==> src/rtl/mcs4_rom_bank.sv <==
// rtl/mcs4_rom_bank.sv - multi-chip i4001-style ROM bank on the 4-bit MCS-4 bus
//
// Emulates NUM_ROMS consecutive ROM chips starting at chip BASE_CHIP. Tracks
// the 8-phase 4004 instruction cycle from SYNC and clk2 falls, fetches opcode
// bytes from an external synchronous program store, and implements the
// SRC/WRR/RDR I/O ports of every emulated chip.
//
// Ports:
//   sysclk    system clock, all logic on its rising edge
//   reset_n   asynchronous active-low reset
//   clk1/clk2 4004 two-phase clock levels (only clk2 falls mark phases)
//   sync      SYNC from the CPU
//   cmrom     CM-ROM from the CPU
//   data_in   bus sample
//   data_out  bus drive value
//   data_oe   bus drive enable
//   rom_addr  {chip index, addr[7:0]} to the program store
//   rom_data  program-store byte, valid 1 sysclk after rom_addr
//   io_in     port input levels, chip k on [4k+3:4k]
//   io_out    port output latches, chip k on [4k+3:4k]
module mcs4_rom_bank #(
  parameter int                    NUM_ROMS  = 4,
  parameter int                    BASE_CHIP = 0,
  parameter logic [4*NUM_ROMS-1:0] IO_OUTPUT = '1,
  parameter int                    AW        = $clog2(NUM_ROMS) + 8
) (
  input  logic                  sysclk,
  input  logic                  reset_n,
  input  logic                  clk1,
  input  logic                  clk2,
  input  logic                  sync,
  input  logic                  cmrom,
  input  logic [3:0]            data_in,
  output logic [3:0]            data_out,
  output logic                  data_oe,
  output logic [AW-1:0]         rom_addr,
  input  logic [7:0]            rom_data,
  input  logic [4*NUM_ROMS-1:0] io_in,
  output logic [4*NUM_ROMS-1:0] io_out
);

  localparam logic [2:0] PH_A1 = 3'd0;
  localparam logic [2:0] PH_A2 = 3'd1;
  localparam logic [2:0] PH_A3 = 3'd2;
  localparam logic [2:0] PH_M1 = 3'd3;
  localparam logic [2:0] PH_M2 = 3'd4;
  localparam logic [2:0] PH_X1 = 3'd5;
  localparam logic [2:0] PH_X2 = 3'd6;
  localparam logic [2:0] PH_X3 = 3'd7;

  // Phases are delimited by clk2 falls alone; clk1 carries no extra information.
  logic unused_clk1;
  assign unused_clk1 = clk1;

  logic                  clk2_q;
  logic [2:0]            phase_q, phase_d;
  logic                  valid_q, valid_d;
  logic [7:0]            addr_lo_q, addr_lo_d;
  logic                  sel_q, sel_d;
  logic [3:0]            opa_q, opa_d;
  logic                  iocmd_q, iocmd_d;
  logic [3:0]            src_chip_q, src_chip_d;
  logic [4*NUM_ROMS-1:0] io_out_q, io_out_d;
  logic                  data_oe_q, data_oe_d;
  logic [3:0]            data_out_q, data_out_d;
  logic [AW-1:0]         rom_addr_q, rom_addr_d;

  logic       phase_ev;
  logic [3:0] fetch_idx;
  logic [3:0] src_idx;
  logic       src_owned;
  logic       rdr_go;
  logic [3:0] rdr_val;

  function automatic logic chip_owned(input logic [3:0] chip);
    chip_owned = ({1'b0, chip} >= 5'(BASE_CHIP)) &&
                 ({1'b0, chip} <  5'(BASE_CHIP + NUM_ROMS));
  endfunction

  assign phase_ev  = clk2_q & ~clk2;
  assign fetch_idx = data_in - 4'(BASE_CHIP);
  assign src_idx   = src_chip_q - 4'(BASE_CHIP);
  assign src_owned = chip_owned(src_chip_q);
  assign rdr_go    = iocmd_q && (opa_q == 4'hA) && src_owned;

  // RDR value: input bits read the pin, output bits read back their latch.
  always_comb begin
    rdr_val = 4'h0;
    for (int k = 0; k < NUM_ROMS; k++) begin
      if (src_idx == 4'(k)) begin
        rdr_val = (io_in[4*k +: 4] & ~IO_OUTPUT[4*k +: 4]) |
                  (io_out_q[4*k +: 4] & IO_OUTPUT[4*k +: 4]);
      end
    end
  end

  always_comb begin
    phase_d    = phase_q;
    valid_d    = valid_q;
    addr_lo_d  = addr_lo_q;
    sel_d      = sel_q;
    opa_d      = opa_q;
    iocmd_d    = iocmd_q;
    src_chip_d = src_chip_q;
    io_out_d   = io_out_q;
    rom_addr_d = rom_addr_q;

    if (phase_ev) begin
      if (sync) begin
        // SYNC starts a new cycle; anything in flight is abandoned.
        phase_d = PH_A1;
        valid_d = 1'b1;
        sel_d   = 1'b0;
        iocmd_d = 1'b0;
      end else begin
        phase_d = phase_q + 3'd1;
        case (phase_q)
          PH_A1: addr_lo_d[3:0] = data_in;
          PH_A2: addr_lo_d[7:4] = data_in;
          PH_A3: begin
            sel_d      = cmrom && chip_owned(data_in);
            rom_addr_d = AW'({fetch_idx, addr_lo_q});
          end
          PH_M2: begin
            opa_d   = data_in;
            iocmd_d = cmrom;
            sel_d   = 1'b0;
          end
          PH_X2: begin
            if (cmrom && !iocmd_q) begin
              src_chip_d = data_in;
            end
            if (valid_q && iocmd_q && (opa_q == 4'h2) && src_owned) begin
              for (int k = 0; k < NUM_ROMS; k++) begin
                if (src_idx == 4'(k)) begin
                  io_out_d[4*k +: 4] = (io_out_q[4*k +: 4] & ~IO_OUTPUT[4*k +: 4]) |
                                       (data_in & IO_OUTPUT[4*k +: 4]);
                end
              end
            end
          end
          default: ;
        endcase
      end
    end
  end

  // Drive follows the phase register, so it releases one sysclk after the
  // closing clk2 fall and never overlaps another bank's window.
  always_comb begin
    data_oe_d  = 1'b0;
    data_out_d = 4'h0;
    if (valid_q) begin
      if (sel_q && (phase_q == PH_M1)) begin
        data_oe_d  = 1'b1;
        data_out_d = rom_data[7:4];
      end else if (sel_q && (phase_q == PH_M2)) begin
        data_oe_d  = 1'b1;
        data_out_d = rom_data[3:0];
      end else if (rdr_go && (phase_q == PH_X2)) begin
        data_oe_d  = 1'b1;
        data_out_d = rdr_val;
      end
    end
  end

  always_ff @(posedge sysclk or negedge reset_n) begin
    if (!reset_n) begin
      clk2_q     <= 1'b0;
      phase_q    <= PH_X3;
      valid_q    <= 1'b0;
      addr_lo_q  <= 8'h00;
      sel_q      <= 1'b0;
      opa_q      <= 4'h0;
      iocmd_q    <= 1'b0;
      src_chip_q <= 4'h0;
      io_out_q   <= '0;
      data_oe_q  <= 1'b0;
      data_out_q <= 4'h0;
      rom_addr_q <= '0;
    end else begin
      clk2_q     <= clk2;
      phase_q    <= phase_d;
      valid_q    <= valid_d;
      addr_lo_q  <= addr_lo_d;
      sel_q      <= sel_d;
      opa_q      <= opa_d;
      iocmd_q    <= iocmd_d;
      src_chip_q <= src_chip_d;
      io_out_q   <= io_out_d;
      data_oe_q  <= data_oe_d;
      data_out_q <= data_out_d;
      rom_addr_q <= rom_addr_d;
    end
  end

  assign data_oe  = data_oe_q;
  assign data_out = data_out_q;
  assign rom_addr = rom_addr_q;
  assign io_out   = io_out_q;

endmodule

==> config.mk <==
export PLATFORM = sky130hd
export DESIGN_NAME = mcs4_rom_bank
export DESIGN_NICKNAME = d
export VERILOG_FILES = /design/src/rtl/mcs4_rom_bank.sv
export SDC_FILE = /design/constraint.sdc
export NUM_CORES = 1
export LEC_CHECK = 0
export BUFFER_PORTS_ARGS = -buffer_cell sky130_fd_sc_hd__buf_2
export CORE_ASPECT_RATIO = 0.8
export CORE_UTILIZATION = 56
export CTS_CLUSTER_DIAMETER = 40
export DETAILED_ROUTE_END_ITERATION = 10
export GPL_TIMING_DRIVEN = 1
export PLACE_DENSITY_LB_ADDON = 0.25
export SKIP_CTS_REPAIR_TIMING = 1
export SYNTH_ARGS = -nofsm -noshare
export SYNTH_HDL_FRONTEND = slang
export SYNTH_SLANG_ARGS = --single-unit
==> constraint.sdc <==
create_clock -name sysclk -period 5.23 [get_ports sysclk]
set_clock_uncertainty 0.2 [all_clocks]
set_input_delay 1.046 -clock sysclk [delete_from_list [all_inputs] [get_ports sysclk]]
set_output_delay 1.046 -clock sysclk [all_outputs]
set_load 0.03 [all_outputs]
==> results.toml, run 1 <==
[sta]
period_needed_ps = 2535
final_hold_viol_count = 0
worst_pin_slew_ps = 665.6
setup_violations = 0
slew-limit-headroom_pct = 55.63
period_share_pct = 48.47
finalSetupTns_ps = 0
drv_slew = 0
rsz0062_at_grt = "no"
max_freq_mhz = 394.5

[critical_path]
critPathTopFamily = "simple AND/OR/NAND/NOR gates"
endpoint_kind = "flip-flop"
critPathLaunchType = "input port"
worstPathMaxFanout = 4
worstPathArrival_ps = 2530
crit_required_ps = 5220
crit_buf_inv = 1
cpPeakStageDelay_ps = 490
critPathKind = "in2reg"
path_cells = "buf_2 -> nor3b_2 -> nand2_1 -> nor3_1 -> mux2_2"
critPathSlowestCell = "nor3_1"

[global_routing]
grt_pass1_wl_um = 6927
overflow = 0
grt_use_total_pct = 20.97
antenna_found_initial = 0
grt_pass1_vias = 1484
grt_max_degree = 55

[final_layout]
final_net_count = 269
syn_to_final_growth_pct = 15.13
layout-drive-gt1-share_pct = 50.43
fillers = 321
multi_input_comb_area_um2 = 1032
n_antenna_cell = 0
seq_area_um2 = 1355

[run]
drv_cap = 0

[floorplanning]
initial_core_util_pct = 58.19
pin_count = 65
row_count = 21
fp.dieW_um = 75.67
coreArea_um2 = 4178
die_area_um2 = 4610
die_y_um = 60.93

[cts]
htreeDepth = 2
clk_path_buf_depth = 2
tritoncts = "yes"
worstSkewPairLatency_ps = 300
cts_num_sinks = 54
clkTransAtPathRegs_ps = 90
cts-buffers-inserted = 5
cts_root_buf = "clkbuf_8"

[synth]
synth_warnings = 0
syn_nets = 218
synth_edf_count = 0
synth_ff_type = "dfrtp_1"
netlist_instances = 179
ys_seq_elements = 54
syn_area_per_cell_um2 = 13.58
synth_async_sr_flop_share_pct = 100.0
syn_area_um2 = 2431
ys_types = 33
yosysSeqAreaShare_pct = 55.74

[routing]
firstDrtPassIters = 4
routed_wl_um = 4460
vias = 1565
drc = 0
postRouteAntennaNets = 0
vias_per_cell = 5.453
drtIter0Drc = 59
wire_per_inst_um = 15.54

[power_and_ir_drop]
switching_share_pct = 30.27
peakVddDrop_v = 0.0002161
power_frac_seq_pct = 54.9
p_clk_share_pct = 22.8
p_leak_nw = 1.422
p_int_w = 0.0006651
p_per_area_nw_per_um2 = 340.8
power.total_w = 0.0009539
comb_power_share_pct = 22.3
net-switching-power_w = 0.0002888

[placed_design]
place_congestion = 0.7482
io_buffer_count = 47
hpwl_um = 3144

[outcome]
status = "finished, final reports clean"

[worst_hold_path]
hold_class = "reg2reg"
## cell type report
class / count / share of cell area (%)
Multi-Input combinational cell: 116 / 36.88
Inverter: 5 / 0.6705
Tap cell: 57 / 2.548
Clock buffer: 5 / 2.459
Clock inverter: 2 / 0.3576
Timing Repair Buffer: 48 / 8.672
Sequential cell: 54 / 48.41
## layer usage
metal  up-vias  global-route usage (%)  routed length [um]
met1       772                   30.89                2286
met4         0                   8.730                  67
met3         6                   5.150                 197
li1        748                       -                   -
met5         -                       0                   0
met2        39                   29.72                1909
## Yosys cell counts (all sizes together), types with 2 or more instances
library cell | instances | area, um^2
and4bb | 2 | 28.78
dfstp | 3 | 78.83
nor2 | 4 | 15.01
a21oi | 5 | 25.02
mux2 | 50 | 563.0
nor3 | 2 | 15.01
nand3 | 2 | 10.01
nand2 | 13 | 48.80
ha | 5 | 62.56
o21ai | 9 | 45.04
nor3b | 3 | 43.79
inv | 5 | 18.77
o2bb2a | 4 | 40.04
o22ai | 5 | 31.28
or3b | 2 | 17.52
dfrtp | 51 | 1276
buf | 3 | 21.27
## kinds of logic (layout without fill, tap and decap cells)
| logic type | Yosys count | in the layout | synth area share (%) |
|---|---|---|---|
| AND/OR/NAND/NOR | 35 | 35 | 9.985 |
| flip-flops | 54 | 54 | 55.74 |
| multiplexers | 50 | 50 | 23.16 |
| buffers and inverters | 9 | 60 | 1.801 |
| adder cells (fa/ha/maj) | 5 | 5 | 2.573 |
| AO/OA/AOI/OAI | 26 | 26 | 6.742 |
## sequential cells by signal (all words and copies together) (netlist names)
signal	flops
addr_lo_q	8
clk2_q	1
data_oe	1
data_out	4
io_out	16
iocmd_q	1
opa_q	4
phase_q	3
rom_addr	10
sel_q	1
src_chip_q	4
valid_q	1
## placed cells by master (no fill, tap or decap), types with 2 or more instances in the layout
cell type / instances
o22ai_1: 5
nand2_1: 13
a21oi_1: 5
o21ai_0: 9
mux2_2: 50
nor3b_2: 2
nor2_1: 4
inv_1: 5
dfrtp_1: 51
ha_1: 5
clkinv_2: 2
o2bb2a_1: 4
buf_2: 47
nand3_1: 2
dfstp_2: 3
clkbuf_8: 5
## power by group through the flow
| stage | combinational [W] | sequential, W | clock (W) |
|---|---|---|---|
| finish | 0.000213 | 0.000524 | 0.000217 |
| global placement | 0.000209 | 0.000530 | 0 |
| detailed placement | 0.000215 | 0.000534 | 0 |
| CTS | 0.000215 | 0.000525 | 0.000225 |
| floorplan | 0.0000814 | 0.000593 | 0 |
| global route | 0.000229 | 0.000535 | 0.000236 |
## worst register-to-register path, stage by stage (launching register included)
cell	delay [ps]
dfstp_2	570
ha_1	230
and4bb_4	290
nand4_4	120
nor3b_2	380
mux2_2	380
## per-stage QoR
step                      setup slack [ps]  cells  utilization (%)  area (um^2)  hold slack, ps
after global routing                  2617    287            67.00         2799           318.3
final                                 2695    287            67.00         2799           305.1
after global placement                2425    280            65.11         2720           282.4
after CTS                             2719    287            67.00         2799           312.1
after floorplan                       2780    179                -         2431           272.8
after detailed placement              2416    280            65.11         2720           290.1
## path summary, 6_finish.rpt
check / startpoint / cells past startpoint / end / slack [ps]
min in group asynchronous: reset_n / 2 / data_oe / 650
max in group asynchronous: reset_n / 2 / data_out[1] / 3730
worst min-delay path: rom_addr[2] / 1 / rom_addr[2] / 310
worst min register to register: rom_addr[2] / 1 / rom_addr[2] / 310
worst max register to register: phase_q[1] / 5 / io_out[4] / 2950
worst max-delay path: clk2 / 5 / src_chip_q[0] / 2700
No activity file was read; power rests on OpenSTA's default activity.
==> run 2, diff against run 1 <==
- CORE_UTILIZATION: 56 -> 47
- clock period: 5.23 -> 2.1 ns (I/O delays scaled with it)
==> run 2 against run 1 <==
Compared with the run above:
- total power increased to 2.6 times the previous value
- final cell count increased by 8.0%
- count of clock-buffer cells in the layout unchanged
- die area increased by 19%
- via count increased by 2.2%
- global-route usage decreased by 2.0 points
- sequential power increased by 150%
- critical path depth unchanged
- utilization decreased by 6.5 points
- highest routed layer unchanged
==> results.toml, run 2 (same netlist as run 1, synthesis figures left out) <==
[routing]
vias_per_cell = 5.158
drc = 0
firstDrtPassIters = 4
wire_per_inst_um = 15.40
postRouteAntennaNets = 0
drtIter0Drc = 64
routed_wl_um = 4775
vias = 1599

[floorplanning]
die_y_um = 66.33
pin_count = 65
row_count = 23
die_area_um2 = 5466
coreArea_um2 = 4979
initial_core_util_pct = 48.83
fp.dieW_um = 82.41

[final_layout]
layout_commonest_cell = "dfrtp_1"
final_cell_mix = "51 x dfrtp_1, 47 x buf_2, 42 x mux2_2, 16 x buf_4, 13 x nand2_1"
stdcell_area_um2 = 3010
multi_input_comb_area_um2 = 1084
final_net_count = 286
n_antenna_cell = 0
fillers = 435
largest_register_ffs = 16
seq_area_um2 = 1355
layout-drive-gt1-share_pct = 56.05
syn_to_final_growth_pct = 23.83

[critical_path]
worstPathMaxFanout = 4
critPathKind = "reg2reg"
cpPeakStageDelay_ps = 570
rr_endpoint = "io_out[9]"
endpoint_kind = "flip-flop"
crit_required_ps = 2100
critPathLaunchType = "flip-flop"
critPathSlowestCell = "dfstp_2"
path_cells = "ha_4 -> and4bb_4 -> nand4_4 -> nor3b_4 -> mux2_4"
worstPathArrival_ps = 2070
crit_buf_inv = 0
reg2reg_from = "phase_q[1]"
reg2regPathDepth = 5
critPathTopFamily = "simple AND/OR/NAND/NOR gates"
r2r_slack_ps = 20

[global_routing]
overflow = 0
grt_pass1_vias = 1531
grt_use_total_pct = 18.98
grt_max_degree = 34
grt_pass1_wl_um = 7431
antenna_found_initial = 0

[power_and_ir_drop]
peakVddDrop_v = 0.0006923
p_leak_nw = 1.524
p_per_area_nw_per_um2 = 813.3

[worst_hold_path]
min_delay_worst_endpoint = "clk2_q"
hold_start = "clk2"
hold_class = "in2reg"
hold_depth = 1

[cts]
cts_root_buf = "clkbuf_8"
cts_num_sinks = 54
htreeDepth = 2
tritoncts = "yes"
worstSkewPairLatency_ps = 310
clkTransAtPathRegs_ps = 90
cts-buffers-inserted = 5
clk_path_buf_depth = 2

[sta]
final_hold_viol_count = 0
rsz0062_at_grt = "yes"
setup_slack_ps = 21.25
slew-limit-headroom_pct = 64.45
max_freq_mhz = 481.1
worst_pin_slew_ps = 533.2
period_share_pct = 98.99
setup_violations = 0
period_needed_ps = 2079
finalSetupTns_ps = 0
drv_slew = 0

[run]
drv_cap = 0

[placed_design]
hpwl_um = 3389
place_congestion = 0.8340
detailedPlace.worstSlack_ps = -76.45
io_buffer_count = 47
place_area_um2 = 2859

[outcome]
status = "finished, final reports clean"
## run 2: stage by stage
step	utilization, %	hold slack, ps	instances	total power (W)
global route	60.47	50.89	310	0.002584
finish	60.47	59.48	310	0.002448
detailed placement	57.43	233.0	301	0.001892
CTS	59.24	-104.5	309	0.002465
global placement	57.43	221.7	301	0.001872
floorplan	-	-75.59	179	0.001680
## run 2: worst max-delay path by stage
stage                     startpoint     endpoint  slack (ps)  cells after the start
after detailed placement        clk2  rom_addr[1]         -80                      5
after floorplan           phase_q[1]    io_out[4]          40                      5
after global routing      phase_q[1]  data_out[2]         -40                      7
final                     phase_q[1]    io_out[9]          20                      5
after global placement          clk2  rom_addr[0]         -40                      5
after CTS                 phase_q[1]    io_out[9]         -20                      5
## run 2: metal layers
layer  global-route usage [%]  share of wire [%]  up-vias
met3                    4.966                5.1        5
met5                        0                  0        -
met2                    26.34                 42       38
met1                    29.48                 53      775
li1                         -                  -      781
met4                    3.289               0.57        0
## run 2: area by class of cell
cell class / count / share of cell area (%)
clock inverters: 3 / 0.7066
clock buffers: 5 / 2.286
repair buffers: 65 / 12.80
inverters: 5 / 0.6234
well taps: 62 / 2.577
multi-input cells: 116 / 35.99
flip-flops and latches: 54 / 45.01
## run 2: power breakdown
part	total [W]	switching, W	leakage [nW]	internal [W]
sequential	0.00129	0.0000777	0.713	0.00122
clock	0.000583	0.000348	0.0441	0.000235
combinational	0.000571	0.000328	0.766	0.000243
